### config.mk
export PLATFORM = sky130hd
export DESIGN_NAME = axi_wr_slave
export DESIGN_NICKNAME = d
export VERILOG_FILES = /design/src/rtl/axi_wr_slave.sv
export SDC_FILE = /design/constraint.sdc
export NUM_CORES = 1
export LEC_CHECK = 0
export ABC_AREA = 1
export CAP_MARGIN = 20
export CELL_PAD_IN_SITES_DETAIL_PLACEMENT = 1
export CELL_PAD_IN_SITES_GLOBAL_PLACEMENT = 1
export CORE_ASPECT_RATIO = 0.7
export CORE_MARGIN = 2
export CORE_UTILIZATION = 31
export DETAILED_ROUTE_END_ITERATION = 16
export GPL_TIMING_DRIVEN = 0
export PLACE_DENSITY = 0.86
export SYNTH_ARGS = -nofsm -noshare
export SYNTH_HDL_FRONTEND = slang
export SYNTH_SLANG_ARGS = --single-unit
### constraint.sdc
create_clock -name clk -period 3.84 [get_ports clk]
set_clock_uncertainty 0.15 [all_clocks]
set_input_delay 0.576 -clock clk [delete_from_list [all_inputs] [get_ports clk]]
set_output_delay 0.576 -clock clk [all_outputs]
set_load 0.05 [all_outputs]
### src/rtl/axi_wr_slave.sv
// AXI write-channel slave that turns AW/W bursts into native single-beat
// memory writes and answers each burst with one B response.
// Bursts are incrementing only: each accepted beat advances the address by
// one beat width. A burst always lasts exactly awlen+1 beats. A wlast that
// arrives early or late does not end the burst; it only flags SLVERR.

`ifndef ROW_BITS
`define ROW_BITS 13
`endif
`ifndef COL_BITS
`define COL_BITS 10
`endif
`ifndef BA_BITS
`define BA_BITS 3
`endif
`ifndef DQ_BITS
`define DQ_BITS 16
`endif

module axi_wr_slave #(
  parameter int ADDR_WIDTH = `ROW_BITS + `COL_BITS + `BA_BITS,
  parameter int DATA_WIDTH = `DQ_BITS * 2,
  parameter int DATA_LEVEL = 2
) (
  input  logic                  clk,
  input  logic                  rstn,
  input  logic                  awvalid,
  output logic                  awready,
  input  logic [ADDR_WIDTH-1:0] awaddr,
  input  logic [7:0]            awlen,
  input  logic                  wvalid,
  output logic                  wready,
  input  logic                  wlast,
  input  logic [DATA_WIDTH-1:0] wdata,
  output logic                  bvalid,
  input  logic                  bready,
  output logic [1:0]            bresp,
  output logic                  mem_wvalid,
  input  logic                  mem_wready,
  output logic [ADDR_WIDTH-1:0] mem_waddr,
  output logic [DATA_WIDTH-1:0] mem_wdata,
  output logic                  busy
);

  typedef enum logic [1:0] {
    IDLE = 2'd0,
    DATA = 2'd1,
    RESP = 2'd2
  } state_t;

  // One beat's worth of bytes; the address adder truncates, so it wraps.
  localparam logic [ADDR_WIDTH-1:0] BEAT_STEP = ADDR_WIDTH'(1 << DATA_LEVEL);

  state_t                state_q, state_d;
  logic [ADDR_WIDTH-1:0] addr_q, addr_d;
  logic [7:0]            len_q, len_d;
  logic [7:0]            cnt_q, cnt_d;
  logic                  err_q, err_d;

  logic beat_fire;
  logic last_beat;

  // State and burst registers; reset abandons any burst in flight.
  always_ff @(posedge clk or negedge rstn) begin
    if (!rstn) begin
      state_q <= IDLE;
      addr_q  <= '0;
      len_q   <= '0;
      cnt_q   <= '0;
      err_q   <= 1'b0;
    end else begin
      state_q <= state_d;
      addr_q  <= addr_d;
      len_q   <= len_d;
      cnt_q   <= cnt_d;
      err_q   <= err_d;
    end
  end

  // Beat bookkeeping: a beat completes only while in DATA with both sides ready.
  always_comb begin
    beat_fire = (state_q == DATA) && wvalid && mem_wready;
    last_beat = (cnt_q == len_q);
  end

  // Next-state logic and handshake outputs.
  always_comb begin
    state_d    = state_q;
    addr_d     = addr_q;
    len_d      = len_q;
    cnt_d      = cnt_q;
    err_d      = err_q;
    awready    = 1'b0;
    wready     = 1'b0;
    mem_wvalid = 1'b0;
    bvalid     = 1'b0;
    bresp      = 2'b00;

    case (state_q)
      IDLE: begin
        awready = 1'b1;
        if (awvalid) begin
          addr_d  = awaddr;
          len_d   = awlen;
          cnt_d   = '0;
          err_d   = 1'b0;
          state_d = DATA;
        end
      end
      DATA: begin
        wready     = mem_wready;
        mem_wvalid = wvalid;
        if (beat_fire) begin
          addr_d = addr_q + BEAT_STEP;
          cnt_d  = cnt_q + 8'd1;
          // wlast must appear on, and only on, the beat the length predicts.
          if (wlast != last_beat) begin
            err_d = 1'b1;
          end
          if (last_beat) begin
            state_d = RESP;
          end
        end
      end
      RESP: begin
        bvalid = 1'b1;
        bresp  = err_q ? 2'b10 : 2'b00;
        if (bready) begin
          state_d = IDLE;
        end
      end
      default: begin
        state_d = IDLE;
      end
    endcase
  end

  // Native port passes data straight through at the current beat address.
  always_comb begin
    mem_waddr = addr_q;
    mem_wdata = wdata;
    busy      = (state_q != IDLE);
  end

endmodule

==> results of run 1 <==
-- Yosys cell counts, types with 2 or more instances --
cell type,instances,share of area
dfrtp_1,45,0.37
nand3b_1,2,0.0049
inv_2,4,0.0049
ha_1,2,0.0082
xor2_1,2,0.0057
nor2_2,4,0.0082
buf_4,33,0.081
nand2_1,147,0.18
o211ai_1,7,0.017
o22ai_1,2,0.0041
clkbuf_1,5,0.0061
xnor2_1,6,0.017
a211oi_1,2,0.0049
buf_2,4,0.0065
a21oi_1,9,0.015
o21ai_0,18,0.029
nor2_1,60,0.073
nand4_1,7,0.014
nor3_1,8,0.013
nand3_1,28,0.046
inv_1,46,0.056
-- flip-flops by register name, summed over array words and instances (netlist names) --
name and cells:
mem_waddr 26, state_q 2, len_q 8, err_q 1, cnt_q 8
-- stage by stage --
| step | hold WS, ps | utilization | setup slack [ps] | cell area, sq um |
|---|---|---|---|---|
| floorplan | 130 | - | 1180 | 3070 |
| global placement | 305 | 0.442 | 731 | 4270 |
| detailed placement | 324 | 0.445 | 1020 | 4290 |
| CTS | 166 | 0.465 | 975 | 4480 |
| global route | 184 | 0.465 | 900 | 4480 |
| finish | 147 | 0.465 | 1000 | 4480 |
-- worst max-delay path by stage --
stage                            from                        end  slack, ps  cells past startpoint
6_report       state_q[0]$_DFFE_PN0P_                 mem_wvalid       1000                      5
5_1_grt        state_q[0]$_DFFE_PN0P_                 mem_wvalid        900                      5
4_1_cts        state_q[0]$_DFFE_PN0P_                 mem_wvalid        980                      5
3_5_place_dp                   wvalid                 mem_wvalid       1020                      4
3_3_place_gp                     rstn  mem_waddr[15]$_DFFE_PN0P_        730                      1
2_1_floorplan  state_q[1]$_DFFE_PN0P_                   bresp[1]       1180                      4
-- power by group through the flow --
stage               combinational (W)  clock (W)  sequential [W]
floorplan                    0.000918          0         0.00133
global placement              0.00198          0        0.000923
detailed placement            0.00205          0        0.000936
CTS                           0.00206   0.000579        0.000933
global route                  0.00222   0.000593        0.000972
finish                        0.00205   0.000574        0.000939
-- logic make-up after synthesis --
family / count (synthesis)
simple gates: 262
buf+inv: 94
flops: 45
compound gates: 42
xor+xnor: 8
fa+ha+maj: 2
other cells: 1
-- per-layer routing --
| metal | track usage | vias to the layer above | share of wire |
|---|---|---|---|
| met5 | 0 | - | 0 |
| li1 | - | 1617 | - |
| met4 | 0.0439 | 0 | 0.0059 |
| met2 | 0.343 | 105 | 0.47 |
| met1 | 0.291 | 1622 | 0.46 |
| met3 | 0.0347 | 6 | 0.064 |
-- cell type report --
type | count | area, sq um
multi-input combinational | 315 | 1450
buffer | 43 | 298
timing repair buffer | 105 | 1060
fill | 1233 | 5160
clock inverter | 3 | 68.8
clock buffer | 5 | 125
inverter | 51 | 191
tap | 128 | 160
sequential | 45 | 1130
-- cells in the final DEF (no fill, tap or decap), types with 2 or more instances in the layout --
cell type / instances
clkbuf_1: 5
o22ai_1: 2
dfrtp_1: 45
o211ai_1: 7
o21ai_0: 18
nor3_1: 8
buf_2: 5
inv_1: 46
inv_2: 4
clkbuf_16: 5
nand3_1: 28
a21oi_1: 9
ha_1: 2
nand3b_1: 2
nor2_1: 60
nand2_1: 147
a211oi_1: 2
nand4_1: 7
xor2_1: 2
bufinv_16: 2
nor2_2: 4
clkdlybuf4s50_1: 103
buf_4: 33
xnor2_1: 6
-- worst register-to-register path, delay by kind of cell, from the launching register on --
kind,cells,cell delay [ps]
DFF,1,430
adders and majority gates,1,300
and+or+nand+nor,8,1120
buffers and inverters,1,80
==> metrics.cfg, run 1 <==
[outcome]
status = complete, no violations

[routing]
drcViolationCount = 0
via_count = 3350
first_pass_iters = 4
viasPerCell = 4.82
routedWlPerCell_um = 15.9
ant_nets = 0
wirelength_um = 11100
dr.first_iter.drc_count = 151

[pwr]
power_w = 0.00357
p_sw_frac = 0.517
pwr-share-clk = 0.161
leakage_nw = 2.06
p_switching_w = 0.00185
vdd_drop_max_uv = 521
comb_power_share = 0.576
p_int_w = 0.00172
power_density_nw_per_um2 = 796
seq_power_share = 0.263

[sta]
rsz0062_at_grt = no
fin_tns_setup_ps = 0
hold_viol = 0
setup_viol = 0
period_share = 0.739
max-slew-margin-rel = 0.577
worst_slew_pin_slew_ps = 634
period_minus_slack_ps = 2840
drv_slew = 0
max_freq_ghz = 0.353

[synthesis]
synth_xor_area_frac = 0.0229
syn_avg_cell_area_sq_um = 6.75
netlist_area_sq_um = 3070
ys_warn_count = 0
ys_seq_area_frac = 0.367
yosysUniqueCellTypes = 34
synthAdderAreaFrac = 0.00816
synth_top_family_by_area = simple AND/OR/NAND/NOR gates
synth_compound_area_frac = 0.0808
synth_nets = 529
synthSimpleGateAreaFrac = 0.360
synthCells = 454
synth_edf_count = 0
ys.flop_type = dfrtp_1
muxShareOfSynthArea = 0
ys_seq_elements = 45
async_flop_share = 1.00

[placement]
port_buffers = 104
dp_hpwl_um = 8570
place.gp.congestion = 0.911
placed_cells = 687

[finish]
syn_to_final_growth_pct = 46.2
drive_gt1_frac = 0.111
diodes = 0
finalNonFillerCells = 695
fin_nets = 641

[worst_setup_path]
crit_path_max_incr_delay_ps = 820
worstPathBufferInverterCount = 3
cp.required_ps = 3110
cp_slowest_cell = clkdlybuf4s50_1
worst-path-max-fanout = 8
worstPathCellList = inv_2 > nor2_4 > inv_1 > nor2_1 > clkdlybuf4s50_1
path_class = reg2out
worstPathArrival_ps = 2110
reg2regPathDepth = 10
worstReg2RegEnd = mem_waddr[16]$_DFFE_PN0P_
reg2reg_from = mem_waddr[2]$_DFFE_PN0P_
endpoint_kind = primary output
rrSetupSlack_ps = 1650
startpoint_type = flop
crit_family = buffers and inverters

[clocking]
h-tree-depth = 2
clk-insertion-delay-late_ps = 290
postCtsSetupBuffers = 0
cts_buffer_depth = 2
clock_sinks = 45
cts_buffers = 5
root_buffer = clkbuf_16
cts_tree = yes
post_cts_resized = 0
holdBufCountCts = 0
path_clk_slew_ps = 70

[grt]
grt_antenna_before_repair = 0
grt_max_degree = 25
grt_usage = 0.209
grt_overflow = 0
grt_pass1_vias = 3467
grt_pass1_wl_um = 17400

[floorplanning]
core_sq_um = 9650
die_w_um = 123
pin_count = 138
dieHeight_um = 87.2
fp-row-count = 30
die_area_sq_um = 10700
initial_core_util = 0.318

[worst_hold_path]
min_path_type = in2async

[flow_run]
cap_violations = 0

Power figures use the tool's default switching activity.
==> run 2: changes to the inputs <==
--- a/config.mk
+++ b/config.mk
@@ -11,10 +11,10 @@
 export CELL_PAD_IN_SITES_GLOBAL_PLACEMENT = 1
 export CORE_ASPECT_RATIO = 0.7
 export CORE_MARGIN = 2
-export CORE_UTILIZATION = 31
+export CORE_UTILIZATION = 26
 export DETAILED_ROUTE_END_ITERATION = 16
 export GPL_TIMING_DRIVEN = 0
-export PLACE_DENSITY = 0.86
+export PLACE_DENSITY = 0.77
 export SYNTH_ARGS = -nofsm -noshare
 export SYNTH_HDL_FRONTEND = slang
 export SYNTH_SLANG_ARGS = --single-unit
==> constraint.sdc (replaced) <==
create_clock -name clk -period 2.3 [get_ports clk]
set_clock_uncertainty 0.15 [all_clocks]
set_input_delay 0.345 -clock clk [delete_from_list [all_inputs] [get_ports clk]]
set_output_delay 0.345 -clock clk [all_outputs]
set_load 0.05 [all_outputs]
==> metrics.cfg, run 2 (synthesized netlist as in run 1, its figures left out) <==
[outcome]
status = complete, no violations

[grt]
grt_overflow = 0
grt_pass1_vias = 3355
grt_max_degree = 26
grt_usage = 0.172
grt_pass1_wl_um = 17200
grt_antenna_before_repair = 0

[clocking]
root_buffer = clkbuf_16
cts_buffer_depth = 2
h-tree-depth = 2
clock_sinks = 45
cts_buffers = 5
path_clk_slew_ps = 70
clk-insertion-delay-late_ps = 290
cts_tree = yes
postCtsSetupBuffers = 0

[routing]
ant_nets = 0
wirelength_um = 10900
viasPerCell = 4.52
drcViolationCount = 0
via_count = 3276
routedWlPerCell_um = 15.1
first_pass_iters = 4
dr.first_iter.drc_count = 134

[worst_setup_path]
path_class = reg2out
worstReg2RegEnd = cnt_q[1]$_DFFE_PN0P_
worstPathArrival_ps = 1720
cp.required_ps = 1800
reg2regPathDepth = 6
worst-path-max-fanout = 3
endpoint_kind = primary output
reg2reg_from = state_q[0]$_DFFE_PN0P_
rrSetupSlack_ps = 290
startpoint_type = flop

[finish]
drive_gt1_frac = 0.116
multi_input_area_sq_um = 1450
fin_nets = 642
layout_commonest_cell = nand2_1
n_fill_cell = 1435
diodes = 0
syn_to_final_growth_pct = 46.0
seq_area_sq_um = 1130
largest_reg_flops = 26
mostFrequentLayoutCells = nand2_1, clkdlybuf4s50_1, nor2_1

[placement]
dp_hpwl_um = 8640
place.gp.congestion = 0.915
port_buffers = 104
place_ws_ps = -22.9

[pwr]
leakage_nw = 2.06
vdd_drop_max_uv = 634
power_density_nw_per_um2 = 1280

[sta]
period_minus_slack_ps = 2210
setup_viol = 0
max_freq_ghz = 0.452
setup_slack_ps = 85.9
drv_slew = 0
worst_slew_pin_slew_ps = 674
hold_viol = 0
period_share = 0.963
max-slew-margin-rel = 0.551
rsz0062_at_grt = no
holdWs_ps = 339

[worst_hold_path]
min_to = mem_waddr[0]$_DFFE_PN0P_
min_path_type = reg2reg
worstHoldStart = mem_waddr[0]$_DFFE_PN0P_
hold_depth = 2

[floorplanning]
die_area_sq_um = 12700
fp-row-count = 33
pin_count = 138
core_sq_um = 11600
dieHeight_um = 94.8
die_w_um = 134
initial_core_util = 0.264

[flow_run]
cap_violations = 0

run 2: cell types whose count changed in the layout (fill, tap and decap cells not counted), sizes merged, moves of 2 or more:
cell | before | now
bufinv | 2 | 0
clkbuf | 10 | 13
clkdlybuf4s50 | 103 | 99
clkinv | 1 | 3
run 2: cell type report:
class | instances | share of cell area
Sequential cell | 45 | 0.252
Inverter | 51 | 0.0428
Clock inverter | 2 | 0.00308
Timing Repair Buffer | 106 | 0.236
Multi-Input combinational cell | 315 | 0.325
Buffer | 43 | 0.0666
Tap cell | 157 | 0.0439
Clock buffer | 6 | 0.0310
run 2: worst max-delay path, stage by stage (launching register included):
cell	delay, ps
dfrtp_1	420
inv_1	60
nor2_1	120
clkdlybuf4s50_1	830
run 2: how the worst max path moves through the flow:
stage,cells past startpoint,endpoint,slack (ps),from
floorplan,4,bresp[1],70,state_q[1]$_DFFE_PN0P_
global placement,1,mem_waddr[15]$_DFFE_PN0P_,-640,rstn
detailed placement,4,wready,-20,mem_wready
CTS,2,awready,8,state_q[1]$_DFFE_PN0P_
global route,3,bvalid,20,state_q[1]$_DFFE_PN0P_
finish,3,bvalid,90,state_q[1]$_DFFE_PN0P_
run 2: where the power goes:
part | switching (W) | total [W] | internal [W]
clock network | 0.000326 | 0.000759 | 0.000433
logic | 0.00230 | 0.00341 | 0.00110
registers | 0.000416 | 0.00155 | 0.00113
run 2: timing repair:
action / CTS / global route
setup endpoints to repair: 3 / 3
gates cloned: 0 / 0
resized for setup: 5 / 3
endpoints found under the hold margin: 20 / 0
hold buffers: 1 / 0
run 2: per-stage QoR:
| stage | utilization | instances | TNS, ps | power [W] | instance area [sq um] |
|---|---|---|---|---|---|
| floorplan | - | 454 | 0 | 0.00376 | 3070 |
| global route | 0.386 | 725 | 0 | 0.00612 | 4470 |
| detailed placement | 0.372 | 716 | -39.9 | 0.00498 | 4320 |
| finish | 0.386 | 725 | 0 | 0.00571 | 4470 |
| global placement | 0.371 | 715 | -28760 | 0.00488 | 4310 |
| CTS | 0.386 | 725 | 0 | 0.00576 | 4480 |
run 2: layer usage:
metal	wire [um]	global-route usage
met5	0	0
met4	68	0.0293
met3	687	0.0327
met2	4880	0.280
met1	5280	0.240
